`src/rtl/req_arb8.sv`:
```
// req_arb8: 8-client arbiter with hold limit, turnaround and forced release.
// Optional rotating priority: define REQ_ARB8_ROUND_ROBIN_EN.
module req_arb8 #(
    parameter int unsigned MAX_HOLD = 15,
    parameter int unsigned CNT_W    = 8
) (
    input  logic       clk,
    input  logic       rst_n,
    input  logic       en,
    input  logic [7:0] req,
    output logic [7:0] gnt,
    output logic [2:0] gnt_id,
    output logic       gnt_valid,
    output logic       timeout
);

    typedef enum logic [1:0] {
        IDLE,
        GRANT,
        TURN
    } state_t;

    localparam logic [CNT_W-1:0] HOLD_LAST = CNT_W'(MAX_HOLD - 1);

    state_t           state_q, state_n;
    logic [7:0]       gnt_q, gnt_n;
    logic [2:0]       id_q, id_n;
    logic             to_q, to_n;
    logic [CNT_W-1:0] cnt_q, cnt_n;
    logic [7:0]       mask_q, mask_n;
    logic [7:0]       cand;
    logic [2:0]       win;

    // Candidates: unmasked requests, or the masked sole requester.
    always_comb begin
        cand = req & ~mask_q;
        if (cand == 8'h00) begin
            cand = req;
        end
    end

`ifdef REQ_ARB8_ROUND_ROBIN_EN
    logic [2:0] last_q, last_n;
    logic [2:0] idx;
    logic       found;

    // Rotating search downward from the slot below the last winner.
    always_comb begin
        win   = 3'd0;
        found = 1'b0;
        idx   = 3'd0;
        for (int i = 0; i < 8; i++) begin
            idx = last_q - 3'd1 - 3'(i);
            if (!found && cand[idx]) begin
                win   = idx;
                found = 1'b1;
            end
        end
    end
`else
    // Fixed priority: the highest set bit wins.
    always_comb begin
        win = 3'd0;
        for (int i = 0; i < 8; i++) begin
            if (cand[i]) begin
                win = 3'(i);
            end
        end
    end
`endif

    // Next-state and next-output decode.
    always_comb begin
        state_n = state_q;
        gnt_n   = gnt_q;
        id_n    = id_q;
        to_n    = 1'b0;
        cnt_n   = cnt_q;
        mask_n  = mask_q;
`ifdef REQ_ARB8_ROUND_ROBIN_EN
        last_n  = last_q;
`endif
        unique case (state_q)
            IDLE: begin
                if (en && (req != 8'h00)) begin
                    gnt_n   = 8'd1 << win;
                    id_n    = win;
                    cnt_n   = '0;
                    mask_n  = 8'h00;
                    state_n = GRANT;
`ifdef REQ_ARB8_ROUND_ROBIN_EN
                    last_n  = win;
`endif
                end
            end
            GRANT: begin
                if (!en) begin
                    gnt_n   = 8'h00;
                    id_n    = 3'd0;
                    cnt_n   = '0;
                    mask_n  = 8'h00;
                    state_n = IDLE;
                end else if (!req[id_q]) begin
                    gnt_n   = 8'h00;
                    id_n    = 3'd0;
                    cnt_n   = '0;
                    state_n = TURN;
                end else if (cnt_q == HOLD_LAST) begin
                    to_n    = 1'b1;
                    gnt_n   = 8'h00;
                    id_n    = 3'd0;
                    cnt_n   = '0;
                    mask_n  = gnt_q;
                    state_n = TURN;
                end else begin
                    cnt_n = cnt_q + 1'b1;
                end
            end
            TURN: begin
                state_n = IDLE;
            end
            default: begin
                state_n = IDLE;
                gnt_n   = 8'h00;
                id_n    = 3'd0;
            end
        endcase
    end

    // State and registered outputs.
    always_ff @(posedge clk or negedge rst_n) begin
        if (!rst_n) begin
            state_q <= IDLE;
            gnt_q   <= 8'h00;
            id_q    <= 3'd0;
            to_q    <= 1'b0;
            cnt_q   <= '0;
            mask_q  <= 8'h00;
        end else begin
            state_q <= state_n;
            gnt_q   <= gnt_n;
            id_q    <= id_n;
            to_q    <= to_n;
            cnt_q   <= cnt_n;
            mask_q  <= mask_n;
        end
    end

`ifdef REQ_ARB8_ROUND_ROBIN_EN
    // Last winner, seeds the rotating search.
    always_ff @(posedge clk or negedge rst_n) begin
        if (!rst_n) begin
            last_q <= 3'd0;
        end else begin
            last_q <= last_n;
        end
    end
`endif

    assign gnt       = gnt_q;
    assign gnt_id    = id_q;
    assign gnt_valid = |gnt_q;
    assign timeout   = to_q;

endmodule
```
`config.mk`:
```
export PLATFORM = sky130hd
export DESIGN_NAME = req_arb8
export DESIGN_NICKNAME = d
export VERILOG_FILES = /design/src/rtl/req_arb8.sv
export SDC_FILE = /design/constraint.sdc
export NUM_CORES = 1
export LEC_CHECK = 0
export ABC_AREA = 1
export CAP_MARGIN = 30
export CORE_ASPECT_RATIO = 2
export CORE_MARGIN = 1.5
export CORE_UTILIZATION = 35
export DETAILED_ROUTE_END_ITERATION = 8
export PLACE_DENSITY = 0.66
export SLEW_MARGIN = 5
export SYNTH_ARGS = -nofsm -noshare
export SYNTH_HDL_FRONTEND = slang
export SYNTH_SLANG_ARGS = --single-unit
```
`constraint.sdc`:
```
create_clock -name clk -period 1.7 [get_ports clk]
set_input_delay 0.34 -clock clk [delete_from_list [all_inputs] [get_ports clk]]
set_output_delay 0.34 -clock clk [all_outputs]
set_load 0.02 [all_outputs]
```
==> results.yml, run 1 <==
detailed_routing:
  vias: 1680
  finalWirelength_mm: 4.84
  dr.first_iter.drc_count: 31
  route.detailed.drc: 0
  via_per_inst: 4.88
  wl_per_cell_microns: 14.1
  drtAntennaViolNets: 0
  drt_pass1_iterations: 4
sta:
  fin_skew_ns: 0.00575
  fin_tns_setup_ns: 0
  max_freq_ghz: 0.603
  setup_ws_ns: 0.0426
  min_period_ns: 1.66
  tightest_slew_ns: 0.402
  setup_viol_count_final: 0
  period_share_pct: 97.5
  hold_viol: 0
  slew_viol_final: 0
  rsz0062_at_grt: "true"
  maxSlewHeadroom_pct: 73.2
cts:
  clock-sinks: 30
  htreeDepth: 2
  path_clk_slew_ns: 0.06
  cts_buffers: 5
  cts_tree: "yes"
  cts_buffer_depth: 2
  cts_root_buf: "clkbuf_8"
  insertion_delay_ns: 0.28
outcome:
  outcome: "finished, final reports clean"
placed_design:
  post-place-ws_ns: -0.440
  gp_congestion: 0.858
  placed_cell_area_sq_um: 2290
  io_buffers: 23
  dp_cells: 328
  place_hpwl_mm: 3.79
die:
  fp.dieW_microns: 53.1
  die_h_microns: 103
  row_count: 36
  die-area_sq_um: 5470
  core-area_sq_um: 4860
  io_pins: 24
  start_util_pct: 36.1
global_routing:
  grt_max_degree: 31
  grt_pass1_vias: 1709
  grt_use_total_pct: 19.7
  grt-busiest-layer: "met2"
  met2_usage_pct: 38.0
  grt_overflow: 0
  use_met3_pct: 2.90
  met1_usage_pct: 17.8
  antenna_found_initial: 0
  grt_pass1_wl_mm: 7.56
synth:
  synth_warnings: 0
  syn_nets: 230
  synth_compound_area_share_pct: 12.8
  synth_top_family_by_area: "simple AND/OR/NAND/NOR gates"
  syn-instance-count: 217
  synth_seq_area_share_pct: 42.8
  yosys.cell_types.count: 27
  synth-seq-cells: 30
  muxShareOfSynthArea_pct: 0
  synth-xor-area-share_pct: 1.50
  yosys.area_share.simple_pct: 33.4
  synth.cell_area_sq_um: 1760
  avgSynthCellArea_sq_um: 8.09
  synth_adder_area_share_pct: 1.43
power:
  pwr_density_cell_nw_per_um2: 1110
  leakage_nw: 1.37
  vdd_drop_max_mv: 0.843
  finalPower_w: 0.00274
layout:
  finalNetCount: 299
  n_fill_cell: 499
  area_growth_pct: 41.2
  final_cells: 344
  final_area_sq_um: 2480
  drive_gt1_share_pct: 33.8
  final_cell_mix: "nand2_1, buf_4, dfrtp_1"
  insertedDiodeCount: 0
  final_common_cell: "nand2_1"
critical_path:
  critical_path_class: "flip-flop to flip-flop"
  critPathCaptureType: "flip-flop"
  critPathRequiredTime_ns: 1.92
  arrival_ns: 1.88
  worst-path-max-fanout: 6
  start_kind: "flip-flop"
flow_run:
  max-cap-violations: 0
hold_path:
  min_path_type: "primary input to asynchronous set/reset pin"
-- worst paths after layout --
path / startpoint / endpoint / slack [ns] / cells past startpoint
max in group asynchronous: rst_n / cnt_q[6] / 0.96 / 2
worst max register to register: mask_q[5] / gnt[4] / 0.04 / 11
min in group clk: mask_q[6] / mask_q[6] / 0.51 / 1
worst min register to register: mask_q[6] / mask_q[6] / 0.51 / 1
worst min-delay path: rst_n / cnt_q[7] / 0.45 / 2
worst max-delay path: mask_q[5] / gnt[4] / 0.04 / 11
-- metrics by stage --
| step | utilization [%] | hold WS (ns) |
|---|---|---|
| 2_1_floorplan | - | 0.0444 |
| 3_3_place_gp | 47.1 | 0.484 |
| 3_5_place_dp | 47.1 | 0.488 |
| 4_1_cts | 49.0 | 0.455 |
| 5_1_grt | 51.0 | 0.470 |
| 6_report | 51.0 | 0.447 |
-- cell type report --
class	instances	area [sq um]	share of cell area [%]
timing repair buffer	62	515	20.8
clock inverter	2	12.5	0.505
sequential	30	751	30.3
tap	57	71.3	2.88
multi-input combinational	149	901	36.3
inverter	38	145	5.86
clock buffer	6	82.6	3.33
-- cell usage after synthesis --
master,number,share of area (%)
nand2_2,12,4.3
nor2_4,2,1.3
nor2_1,11,2.4
nor4_1,4,1.4
nor2_8,1,1.1
nand4_1,6,2.1
ha_1,2,1.4
o21a_1,1,0.43
a21oi_1,4,1.1
inv_1,29,6.2
nand3_1,15,4.3
o21bai_1,2,0.86
dfrtp_1,30,43
o21ai_0,6,1.7
a21oi_4,1,0.93
nand2_1,47,10
o21ai_1,5,1.4
a22o_1,8,4.0
xor2_1,3,1.5
nor3_1,2,0.57
nor2_2,6,2.1
inv_2,9,1.9
nand2_4,5,3.2
o21ai_2,3,1.5
o22ai_1,1,0.36
a21oi_2,1,0.50
and2_4,1,0.50
-- where the power goes --
group / total, W / switching, W / internal (W)
combinational: 0.00126 / 0.000743 / 0.000518
sequential: 0.000887 / 0.0000820 / 0.000805
clock: 0.000595 / 0.000271 / 0.000325
-- kinds of logic after synthesis --
family | Yosys count
buffers and inverters | 38
xor gates and xnor gates | 3
and+or+nand+nor | 112
DFF | 30
adders and majority gates | 2
AOI/OAI and AO/OA | 32
-- critical path, cell delays in order (launching register included) --
cell,delay [ns]
dfrtp_1,0.37
inv_2,0.05
nand2_2,0.07
nand2_2,0.07
nor2_4,0.15
nand2_4,0.10
buf_4,0.15
o21ai_4,0.15
nor2_4,0.06
a21oi_2,0.21
nand3_1,0.13
nand2_1,0.08
-- registers in the layout, indices dropped and copies added (netlist names) --
signal   flops
mask_q       8
timeout      1
cnt_q        8
state_q      2
gnt_id       3
gnt          8
-- per-layer routing --
layer | share of wire (%) | wire length (microns)
met3 | 2.3 | 111
met4 | 3.8 | 185
met5 | 0 | 0
met2 | 59 | 2880
met1 | 34 | 1670
-- repair_timing --
| item | 4_1_cts | 5_1_grt |
|---|---|---|
| setup endpoints to repair | 17 | 30 |
| pin swaps | 2 | 11 |
| hold buffers | 0 | 0 |
| gates resized for setup | 18 | 14 |
| buffers inserted | 0 | 8 |
Note: power is estimated with default switching activity, not from simulation.
==> run 2: changes to the inputs <==
- CORE_MARGIN: 1.5 -> not set
- clock period: 1.7 -> 2.1 ns (I/O delays scaled with it)
==> run 2 against run 1 <==
  * Clock power shrank 20%
  * Register-to-register slack better by 0.31 ns
  * Via count shrank 4.8%
  * Sequential share of layout area is 2.6 points higher
  * Core utilization down 4.1 points
  * First-iteration DRC count decreased by 3.2%
  * Critical path type is now primary input to flip-flop
==> results.yml, run 2 (same netlist as run 1, synthesis figures left out) <==
sta:
  slew_viol_final: 0
  maxSlewHeadroom_pct: 73.4
  fin_skew_ns: 0.00366
  hold_viol: 0
  max_freq_ghz: 0.519
  holdWs_ns: 0.499
  setup_viol_count_final: 0
  min_period_ns: 1.93
  rsz0062_at_grt: "false"
  period_share_pct: 91.8
  tightest_slew_ns: 0.400
critical_path:
  critPathCaptureType: "flip-flop"
  worst-path-max-fanout: 6
  arrival_ns: 2.09
  critical_path_class: "primary input to flip-flop"
  critPathRequiredTime_ns: 2.27
  rr_worst_depth: 11
  start_kind: "primary input"
  ff2ff_setup_slack_ns: 0.35
global_routing:
  grt_max_degree: 31
  grt_overflow: 0
  grt_pass1_vias: 1611
  grt_pass1_wl_mm: 7.52
  antenna_found_initial: 0
  grt_use_total_pct: 20.0
placed_design:
  placed_cell_area_sq_um: 2180
  gp_congestion: 0.858
  io_buffers: 23
  place_hpwl_mm: 3.64
die:
  core-area_sq_um: 4860
  fp.dieW_microns: 52.1
  io_pins: 24
  row_count: 36
  start_util_pct: 36.1
  die_h_microns: 102
  die-area_sq_um: 5320
cts:
  htreeDepth: 2
  insertion_delay_ns: 0.28
  path_clk_slew_ns: 0.06
  cts_tree: "yes"
  clock-sinks: 30
  cts_buffer_depth: 2
  cts_resized: 2
  cts_hold_buf: 0
  cts_root_buf: "clkbuf_8"
  post_cts_buffers: 0
  cts_buffers: 5
power:
  vdd_drop_max_mv: 0.658
  switchingPower_w: 0.000856
  sw_frac_of_total_pct: 39.8
  pwr-share-seq_pct: 34.0
  pwr_density_cell_nw_per_um2: 943
  leakage_nw: 1.15
  p_int_w: 0.00129
  p_clk_share_pct: 22.1
  finalPower_w: 0.00215
  p_comb_share_pct: 43.9
detailed_routing:
  route.detailed.drc: 0
  vias: 1600
  wl_per_cell_microns: 14.5
  drt_pass1_iterations: 4
  dr.first_iter.drc_count: 30
  drtAntennaViolNets: 0
  finalWirelength_mm: 4.66
  via_per_inst: 4.97
layout:
  area_growth_pct: 29.9
  insertedDiodeCount: 0
  final_common_cell: "nand2_1"
  finalNetCount: 277
  final_cell_mix: "nand2_1, dfrtp_1, inv_1"
  final_area_sq_um: 2280
  drive_gt1_share_pct: 24.9
hold_path:
  hold_depth: 1
  min_path_type: "flip-flop to flip-flop"
outcome:
  outcome: "finished, final reports clean"
flow_run:
  max-cap-violations: 0
## run 2: area by class of cell
| cell class | count | area [sq um] |
|---|---|---|
| Multi-Input combinational cell | 149 | 868 |
| Clock inverter | 1 | 5.00 |
| Fill cell | 477 | 2580 |
| Timing Repair Buffer | 40 | 357 |
| Tap cell | 57 | 71.3 |
| Clock buffer | 7 | 86.3 |
| Sequential cell | 30 | 751 |
| Inverter | 38 | 143 |
## run 2: layer usage
| layer | wire length (microns) | vias up | share of wire, % | GRT usage, % |
|---|---|---|---|---|
| met5 | 0 | - | 0 | 0 |
| met4 | 151 | 0 | 3.2 | 10.6 |
| met3 | 90 | 10 | 1.9 | 2.68 |
| met2 | 2700 | 32 | 58 | 37.8 |
| met1 | 1710 | 760 | 37 | 20.1 |
| li1 | - | 798 | - | - |
## run 2: worst paths after layout
path / startpoint / endpoint
min: mask_q[0] / mask_q[0]
max reg2reg: cnt_q[0] / gnt[2]
max: req[3] / gnt[3]
max in group asynchronous: rst_n / mask_q[7]
min reg2reg: mask_q[0] / mask_q[0]
min in group asynchronous: rst_n / cnt_q[5]
## run 2: worst max-delay path: stages
cell	delay, ns
clkdlybuf4s50_1	0.51
nand2_1	0.14
nand2_1	0.10
nor2_4	0.13
nand2_4	0.09
o21ai_1	0.17
nand2_1	0.07
nand2_1	0.07
nand2_2	0.08
nand2_2	0.09
nand2_2	0.06
nand3_1	0.09
nand2_1	0.06
## run 2: power groups by stage
stage               Sequential, W  Clock (W)  Combinational, W
floorplan                0.000775          0          0.000524
global placement         0.000740          0          0.000958
detailed placement       0.000741          0          0.000957
CTS                      0.000732   0.000492          0.000957
global route             0.000746   0.000518           0.00104
finish                   0.000731   0.000476          0.000944
## run 2: per-stage QoR
stage	setup TNS (ns)	setup slack (ns)	instances	utilization (%)
after floorplan	0	0.522	217	-
after detailed placement	-0.328	-0.0990	314	44.9
after CTS	0	0.185	322	46.9
after global placement	-0.289	-0.0796	314	44.9
final	0	0.172	322	46.9
after global routing	0	0.0659	322	46.9
==> run 3: changes to the inputs <==
- CTS_CLUSTER_SIZE: not set -> 8
==> results of run 3 <==
Final layout, timing and power as in run 2 (identical DEF).
